===== config.mk =====
export PLATFORM = sky130hd
export DESIGN_NAME = mlab_stream_fifo_flat
export DESIGN_NICKNAME = d
export VERILOG_FILES = /design/src/rtl/mlab_stream_fifo_if.sv /design/src/rtl/mlab_stream_fifo.sv /design/src/flat_wrapper.sv
export SDC_FILE = /design/constraint.sdc
export NUM_CORES = 1
export LEC_CHECK = 0
export CAP_MARGIN = 25
export CORE_AREA = 4 4 280 282
export CTS_BUF_LIST = sky130_fd_sc_hd__clkbuf_4
export DETAILED_ROUTE_END_ITERATION = 10
export DIE_AREA = 0 0 284 286
export PLACE_DENSITY = 0.84
export SETUP_SLACK_MARGIN = 0.2
export SLEW_MARGIN = 20
export SYNTH_ARGS = -nofsm -noshare
export SYNTH_HDL_FRONTEND = slang
export SYNTH_SLANG_ARGS = --single-unit

===== constraint.sdc =====
create_clock -name clk -period 3 [get_ports clk]
set_input_delay 0.75 -clock clk [delete_from_list [all_inputs] [get_ports clk]]
set_output_delay 0.75 -clock clk [all_outputs]
set_load 0.05 [all_outputs]

===== src/rtl/mlab_stream_fifo_if.sv =====
// rtl/mlab_stream_fifo_if.sv - producer/consumer stream bundle for mlab_stream_fifo
interface mlab_stream_fifo_if #(
    parameter int WIDTH      = 32,
    parameter int ADDR_WIDTH = 5
);
    logic [WIDTH-1:0]    din;
    logic                din_valid;
    logic                din_ready;
    logic [WIDTH-1:0]    dout;
    logic                dout_valid;
    logic                dout_ready;
    logic [ADDR_WIDTH:0] used;

    // FIFO side
    modport slave (
        input  din, din_valid, dout_ready,
        output din_ready, dout, dout_valid, used
    );

    // Producer/consumer side
    modport master (
        output din, din_valid, dout_ready,
        input  din_ready, dout, dout_valid, used
    );
endinterface


===== src/rtl/mlab_stream_fifo.sv =====
// rtl/mlab_stream_fifo.sv - show-ahead valid/ready FIFO on an MLAB with registered output
module mlab_stream_fifo #(
    parameter int WIDTH       = 32,
    parameter int ADDR_WIDTH  = 5,
    parameter int TARGET_CHIP = 1
) (
    input  logic                  clk,
    input  logic                  rst_n,
    mlab_stream_fifo_if.slave     fifo_if
);
    localparam int                  DEPTH      = 1 << ADDR_WIDTH;
    localparam logic [ADDR_WIDTH:0] FULL_COUNT = (ADDR_WIDTH + 1)'(DEPTH);
    localparam logic [ADDR_WIDTH:0] CNT_ONE    = (ADDR_WIDTH + 1)'(1);
    localparam logic [ADDR_WIDTH-1:0] PTR_ONE  = ADDR_WIDTH'(1);

    // Write pipeline: accepted word waits one cycle before its MLAB write edge
    logic                  wpend_q,  wpend_d;
    logic [WIDTH-1:0]      wdata_q,  wdata_d;
    logic [ADDR_WIDTH-1:0] waddr_q,  waddr_d;
    // Read side
    logic [ADDR_WIDTH-1:0] raddr_q,  raddr_d;
    logic [ADDR_WIDTH:0]   commit_q, commit_d;
    logic [WIDTH-1:0]      dout_q,   dout_d;
    logic                  dvalid_q, dvalid_d;
    // Occupancy across RAM, write pipeline and output register
    logic [ADDR_WIDTH:0]   used_q,   used_d;

    logic                  din_ready;
    logic                  accept;
    logic                  pop;
    logic                  load;
    logic [WIDTH-1:0]      rd_data;

    // Ready comes only from registered occupancy; held low while reset is asserted
    assign din_ready = rst_n && (used_q < FULL_COUNT);
    assign accept    = fifo_if.din_valid && din_ready;
    assign pop       = dvalid_q && fifo_if.dout_ready;
    // Only committed entries are read, so raddr never hits an address with a write in flight
    assign load      = (commit_q != '0) && (!dvalid_q || pop);

    assign fifo_if.din_ready  = din_ready;
    assign fifo_if.dout       = dout_q;
    assign fifo_if.dout_valid = dvalid_q;
    assign fifo_if.used       = used_q;

    // MLAB storage: registered write, unregistered read address; contents are never reset
    generate
        if (TARGET_CHIP == 2) begin : g_s5mlab
            logic [WIDTH-1:0] mem [DEPTH];
            // Stratix V MLAB write port
            always_ff @(posedge clk) begin
                if (wpend_q) begin
                    mem[waddr_q] <= wdata_q;
                end
            end
            assign rd_data = mem[raddr_q];
        end else begin : g_s4mlab
            logic [WIDTH-1:0] mem [DEPTH];
            // Stratix IV MLAB write port
            always_ff @(posedge clk) begin
                if (wpend_q) begin
                    mem[waddr_q] <= wdata_q;
                end
            end
            assign rd_data = mem[raddr_q];
        end
    endgenerate

    // Next-state for pointers, commit count, output register and occupancy
    always_comb begin
        wpend_d  = accept;
        wdata_d  = wdata_q;
        waddr_d  = waddr_q;
        raddr_d  = raddr_q;
        commit_d = commit_q;
        dout_d   = dout_q;
        dvalid_d = dvalid_q;
        used_d   = used_q;

        if (accept) begin
            wdata_d = fifo_if.din;
        end

        if (wpend_q) begin
            waddr_d = waddr_q + PTR_ONE;
        end

        // Entry becomes readable the cycle after its write edge
        if (wpend_q && !load) begin
            commit_d = commit_q + CNT_ONE;
        end else if (!wpend_q && load) begin
            commit_d = commit_q - CNT_ONE;
        end

        if (load) begin
            dout_d   = rd_data;
            dvalid_d = 1'b1;
            raddr_d  = raddr_q + PTR_ONE;
        end else if (pop) begin
            dvalid_d = 1'b0;
        end

        if (accept && !pop) begin
            used_d = used_q + CNT_ONE;
        end else if (!accept && pop) begin
            used_d = used_q - CNT_ONE;
        end
    end

    // State registers; reset discards everything including a word in the write pipeline
    always_ff @(posedge clk or negedge rst_n) begin
        if (!rst_n) begin
            wpend_q  <= 1'b0;
            wdata_q  <= '0;
            waddr_q  <= '0;
            raddr_q  <= '0;
            commit_q <= '0;
            dout_q   <= '0;
            dvalid_q <= 1'b0;
            used_q   <= '0;
        end else begin
            wpend_q  <= wpend_d;
            wdata_q  <= wdata_d;
            waddr_q  <= waddr_d;
            raddr_q  <= raddr_d;
            commit_q <= commit_d;
            dout_q   <= dout_d;
            dvalid_q <= dvalid_d;
            used_q   <= used_d;
        end
    end
endmodule


===== src/flat_wrapper.sv =====
// flat-port wrapper written by rule: the top's interface ports become plain ports
module mlab_stream_fifo_flat 
#(
    parameter int WIDTH       = 32,
    parameter int ADDR_WIDTH  = 5,
    parameter int TARGET_CHIP = 1
)
  (clk, rst_n, fifo_if_din, fifo_if_din_valid, fifo_if_dout_ready, fifo_if_din_ready, fifo_if_dout, fifo_if_dout_valid, fifo_if_used);
  mlab_stream_fifo_if #(.WIDTH(WIDTH), .ADDR_WIDTH(ADDR_WIDTH)) fifo_if_i ();
  input  logic clk;
  input  logic rst_n;
  input wire logic [$bits(fifo_if_i.din)-1:0] fifo_if_din;
  input wire logic [$bits(fifo_if_i.din_valid)-1:0] fifo_if_din_valid;
  input wire logic [$bits(fifo_if_i.dout_ready)-1:0] fifo_if_dout_ready;
  output wire logic [$bits(fifo_if_i.din_ready)-1:0] fifo_if_din_ready;
  output wire logic [$bits(fifo_if_i.dout)-1:0] fifo_if_dout;
  output wire logic [$bits(fifo_if_i.dout_valid)-1:0] fifo_if_dout_valid;
  output wire logic [$bits(fifo_if_i.used)-1:0] fifo_if_used;
  assign fifo_if_i.din = fifo_if_din;
  assign fifo_if_i.din_valid = fifo_if_din_valid;
  assign fifo_if_i.dout_ready = fifo_if_dout_ready;
  assign fifo_if_din_ready = fifo_if_i.din_ready;
  assign fifo_if_dout = fifo_if_i.dout;
  assign fifo_if_dout_valid = fifo_if_i.dout_valid;
  assign fifo_if_used = fifo_if_i.used;
  mlab_stream_fifo #(.WIDTH(WIDTH), .ADDR_WIDTH(ADDR_WIDTH), .TARGET_CHIP(TARGET_CHIP)) u_core (.clk(clk), .rst_n(rst_n), .fifo_if(fifo_if_i));
endmodule

Word-level counts from Yosys, hierarchy flattened --
Memory sizes are Yosys's and may differ from the RTL's. A register that Yosys moved wholly into a read port is not among the register bits. Cells that the tools add are included.
Storage, ports and cells: bits in registers 56, memory bits (writable) 1024, bits of input ports 36, output and inout bits 40, word-level logic and storage cells 42, memories kept 1
Operators by class: add/sub/neg operators 6, order comparisons 1, multiplexer cells 8, reduce and logical (&&, ||, !) cells 19
Memories:
- u_core.g_s4mlab.mem | words 32, bits a word 32, read ports 1, clocked after memory_dff 1, wr ports 1, line mlab_stream_fifo.sv:58 | logic [WIDTH-1:0] mem [DEPTH];
Operators by type and width (count):
- $mux W6 | 4
- $add A6 B1 Y6 const B | 2
- $sub A6 B1 Y6 const B | 2
- $add A5 B1 Y5 const B | 2
- $logic_and A1 B1 Y1 | 8
- $logic_not A1 Y1 | 6
- $lt A6 B6 Y1 const B | 1
- $reduce_bool A2 Y1 | 3
- $reduce_bool A6 Y1 | 1
- $mux W1 | 4
- $logic_or A1 B1 Y1 | 1

Longest topological paths before layout --
word-level depth 7, depth in mapped cells 14, gate-level depth less buffers 12

Worst setup path before layout --
Ideal clock, no wire load.
path type input port to flip-flop, from input port rst_n, to register u_core.used_q[5], in the netlist u_core.fifo_if.used[5], library setup time 0.082 ns, arrival time 3.787 ns, required time 2.918 ns, slack -0.869 ns, stages on the path 12, buffers on the path 1, cell sequence nor2b_1 nand2_1 inv_1 buf_1 ha_1 inv_1 ha_1 a21o_1 a21oi_1 or4_1 nand3_1 xor2_1
On the way: word-level cells in the longest chain between the ends 5, elaborated cells on any way between the ends 7, classes of those cells 1 x mux; 6 x reduce/logical
Ends and longest elaborated chain:
- start, declared | line flat_wrapper.sv:11 | input logic rst_n;
- $logic_and A1 B1 Y1 (*) | line mlab_stream_fifo.sv:35 | assign din_ready = rst_n && (used_q < FULL_COUNT);
- $logic_and A1 B1 Y1 (*) | line mlab_stream_fifo.sv:36 | assign accept = fifo_if.din_valid && din_ready;
- via u_core.accept | line mlab_stream_fifo.sv:29 | logic accept;
- $logic_not A1 Y1 | line mlab_stream_fifo.sv:105 | end else if (!accept && pop) begin
- $logic_and A1 B1 Y1 | line mlab_stream_fifo.sv:105
- $reduce_bool A2 Y1 (no source line)
- end signal, assigned | line mlab_stream_fifo.sv:129 | used_q <= used_d;
- end, declared | line mlab_stream_fifo.sv:26 | logic [ADDR_WIDTH:0] used_q, used_d;
The timed path passes the listed nets; every way through them passes the cells marked *. A chain may end at the register's enable or synchronous reset.

Worst setup path in the final report --
from register u_core.dout_q[21], in the netlist u_core.fifo_if.dout[21], read port of u_core.g_s4mlab.mem, to output port fifo_if_dout[21]
RTL lines:
- start, declared | line mlab_stream_fifo.sv:23 | logic [WIDTH-1:0] dout_q, dout_d;
- end, declared | line flat_wrapper.sv:16 | output wire logic [$bits(fifo_if_i.dout)-1:0] fifo_if_dout;
No word-level cell between the ends.

==> metrics.yaml <==
synthTopCellsByArea: "edfxtp_1 (71%), mux2i_1 (12%), dfrtp_1 (5.1%)"
final-hold-violation-count: 0
async_flop_share_pct: 7.91
cp_slowest_cell: "dfrtp_1"
die_area_um2: 81200
cts_buffers: 292
tns_ns: 0
clockRootBuffer: "clkbuf_4"
min_path_type: "input pin to flip-flop"
hpwl_um: 57500
maxUsedRoutingLayer: "met4"
leakage_nw: 18.4
max_slew.worst_pin.slew_ns: 1.03
end_kind: "output pin"
drtIter0Drc: 3310
outcome: "completed"
rows: 101
drive_above_1_share_pct: 24.4
start_kind: "flip-flop"
ant_nets: 0
grt.overflow.total: 0
drv_slew: 0
portBuffers: 75
wl_um: 110000
syn_to_final_growth_pct: 15.1
path_buf_inv: 1
cts_tree: "done"
synth_cell_types: 42
route.met2.wl_um: 54600
clk_pin_slew_ns: 0.06
start_util_pct: 57.6
netlist_area_um2: 43600
slowest_delay_ns: 0.45
worst_ir_drop_vdd_v: 0.000820
path_max_fanout: 2
route.detailed.drc: 0
clk_latency_ns: 1.17
maxCapViolations: 0
cts_buffer_depth: 4
slew-limit-headroom_pct: 31.1
skew_ns: 0.0879
grt_pass1_wl_um: 162000
grt_use_total_pct: 26.9
cp.required_ns: 2.25
crit_chain: "clkdlybuf4s15_2"
syn_inst: 2438
wl_met3_um: 11700
grt_pass1_vias: 26294
drt-vias-per-instance: 6.39
wire_per_inst_um: 27.6
setup_viol: 0
timing.fmax_mhz: 364
via_count: 25441
yosysTopAreaCellShare_pct: 70.5
synth_edf_count: 1024
whs_ns: 0.111
syn-num-nets: 2491
grt_max_degree: 83
cts_max_level: 5
syn_avg_cell_area_um2: 17.9
worstReg2RegStart: "u_core.commit_q[4]"
power_density_nw_per_um2: 992
layout_min_cycle_time_ns: 2.75
antenna_found_initial: 2
critPathLaunch: "u_core.fifo_if.dout[21]"
die_y_um: 286
ys_seq_elements: 1112
numClockSinks: 1112
dr.pass1.iters: 7
gp_congestion: 0.845
core_area_um2: 75700
fin_total_pwr_mw: 49.8
cp_top_family: "flip-flops"
yosys_warnings: 0
min_from: "fifo_if_din[13]"
ys_seq_area_share_pct: 75.6
synthFlopType: "edfxtp_1"
met1_length_um: 39400
min_period_over_period_pct: 91.5
final_nets: 2843
crit_type: "flip-flop to output pin"
rsz0062_at_grt: "true"
die_x_um: 284
ios: 76
critPathArrivalTime_ns: 2.00
yosys.area.top_type: "edfxtp_1"
[metal layers]
layer	up-vias	track usage (%)
met5	-	0
met4	0	12.9
li1	10654	-
met3	341	6.68
met2	1744	44.2
met1	12702	33.9
[sequential cells by signal (all words and copies together), names as in the netlist]
register	cells
u_core.wdata_q	32
u_core.waddr_q	5
u_core.fifo_if.dout_valid	1
u_core.fifo_if.dout	32
u_core.fifo_if.used	6
u_core.raddr_q	5
u_core.wpend_q	1
u_core.commit_q	6
u_core.g_s4mlab.mem	1024
[through the flow]
| step | worst slack, ns | cells | utilization [%] | instance area (um^2) |
|---|---|---|---|---|
| 2_1_floorplan | 0.146 | 2438 | - | 43700 |
| 3_3_place_gp | 0.0597 | 3466 | 61.3 | 46400 |
| 3_5_place_dp | 0.00408 | 3466 | 61.3 | 46400 |
| 4_1_cts | 0.128 | 3971 | 66.1 | 50000 |
| 5_1_grt | 0.188 | 3981 | 66.3 | 50200 |
| 6_report | 0.255 | 3984 | 66.3 | 50200 |
[what timing repair did]
item,in CTS,in global routing
hold buffers,1,0
endpoints found under the hold margin,37,0
buffers inserted,0,1
resized for setup,131,5
pin swaps,0,1
endpoints found under the setup margin,39,3
[layout by cell type (no fill, tap or decap), types with 6 or more instances in the layout]
cell and n:
buf_4 92, clkdlybuf4s50_1 34, nor2_4 33, buf_12 31
o22ai_1 32, clkbuf_4 435, clkinv_1 52, a22o_1 64
o41ai_2 32, dfrtp_1 87, buf_2 8, clkdlybuf4s15_2 31
nand2_1 149, mux2i_1 512, clkinv_2 9, o21ai_0 11
xnor2_1 12, a22oi_1 128, inv_1 6, a221oi_2 21
diode_2 6, ha_1 12, edfxtp_1 1024, a221oi_1 43
a21oi_1 66
[area by class of cell]
cell class                      count  area [um^2]
Clock inverter                     69          375
Timing Repair Buffer              203         2170
Antenna cell                        6         15.0
Sequential cell                  1112        33000
Clock buffer                      435         3270
Tap cell                          978         1220
Multi-Input combinational cell   1171        10100
Inverter                           10         45.0
Fill cell                        4689        25500
[worst register-to-register path, cell delays in order, from the launching register on]
cell	delay, ns
dfrtp_1	0.42
or4_4	0.57
nor3_4	0.15
nor2b_2	0.08
inv_4	0.07
ha_4	0.14
inv_4	0.05
ha_2	0.36
nand2_1	0.07
or4_1	0.47
nand3_1	0.12
xor2_1	0.15
[path summary, 6_finish.rpt]
path	to	slack, ns	depth (start not counted)
max	fifo_if_dout[21]	0.25	1
min	u_core.wdata_q[13]	0.11	3
max reg2reg	u_core.commit_q[5]	0.30	11
min reg2reg	u_core.commit_q[5]	0.48	1
max in group asynchronous	u_core.raddr_q[0]	1.24	4
min in group asynchronous	u_core.fifo_if.dout[13]	0.33	3
[cells by family after synthesis]
family	synth area share [%]
DFF	75.6
xor gates and xnor gates	0.342
and+or+nand+nor	2.06
adders and majority gates	0.522
muxes	11.8
AOI/OAI and AO/OA	7.75
buffers and inverters	1.94
[power breakdown]
part | leakage (nW) | switching [mW] | internal (mW)
logic | 5.82 | 8.86 | 5.68
registers | 10.4 | 2.27 | 20.0
clock network | 2.19 | 6.02 | 6.96
[cells in the mapped netlist (33+ instances only)]
| library cell | count |
|---|---|
| edfxtp_1 | 1024 |
| nand2_1 | 151 |
| a221oi_1 | 43 |
| a21oi_1 | 68 |
| mux2i_1 | 512 |
| clkbuf_1 | 52 |
| a22o_1 | 64 |
| nor2_1 | 38 |
| dfrtp_1 | 88 |
| buf_4 | 33 |
| a22oi_1 | 128 |
No activity file was read; power rests on OpenSTA's default activity.
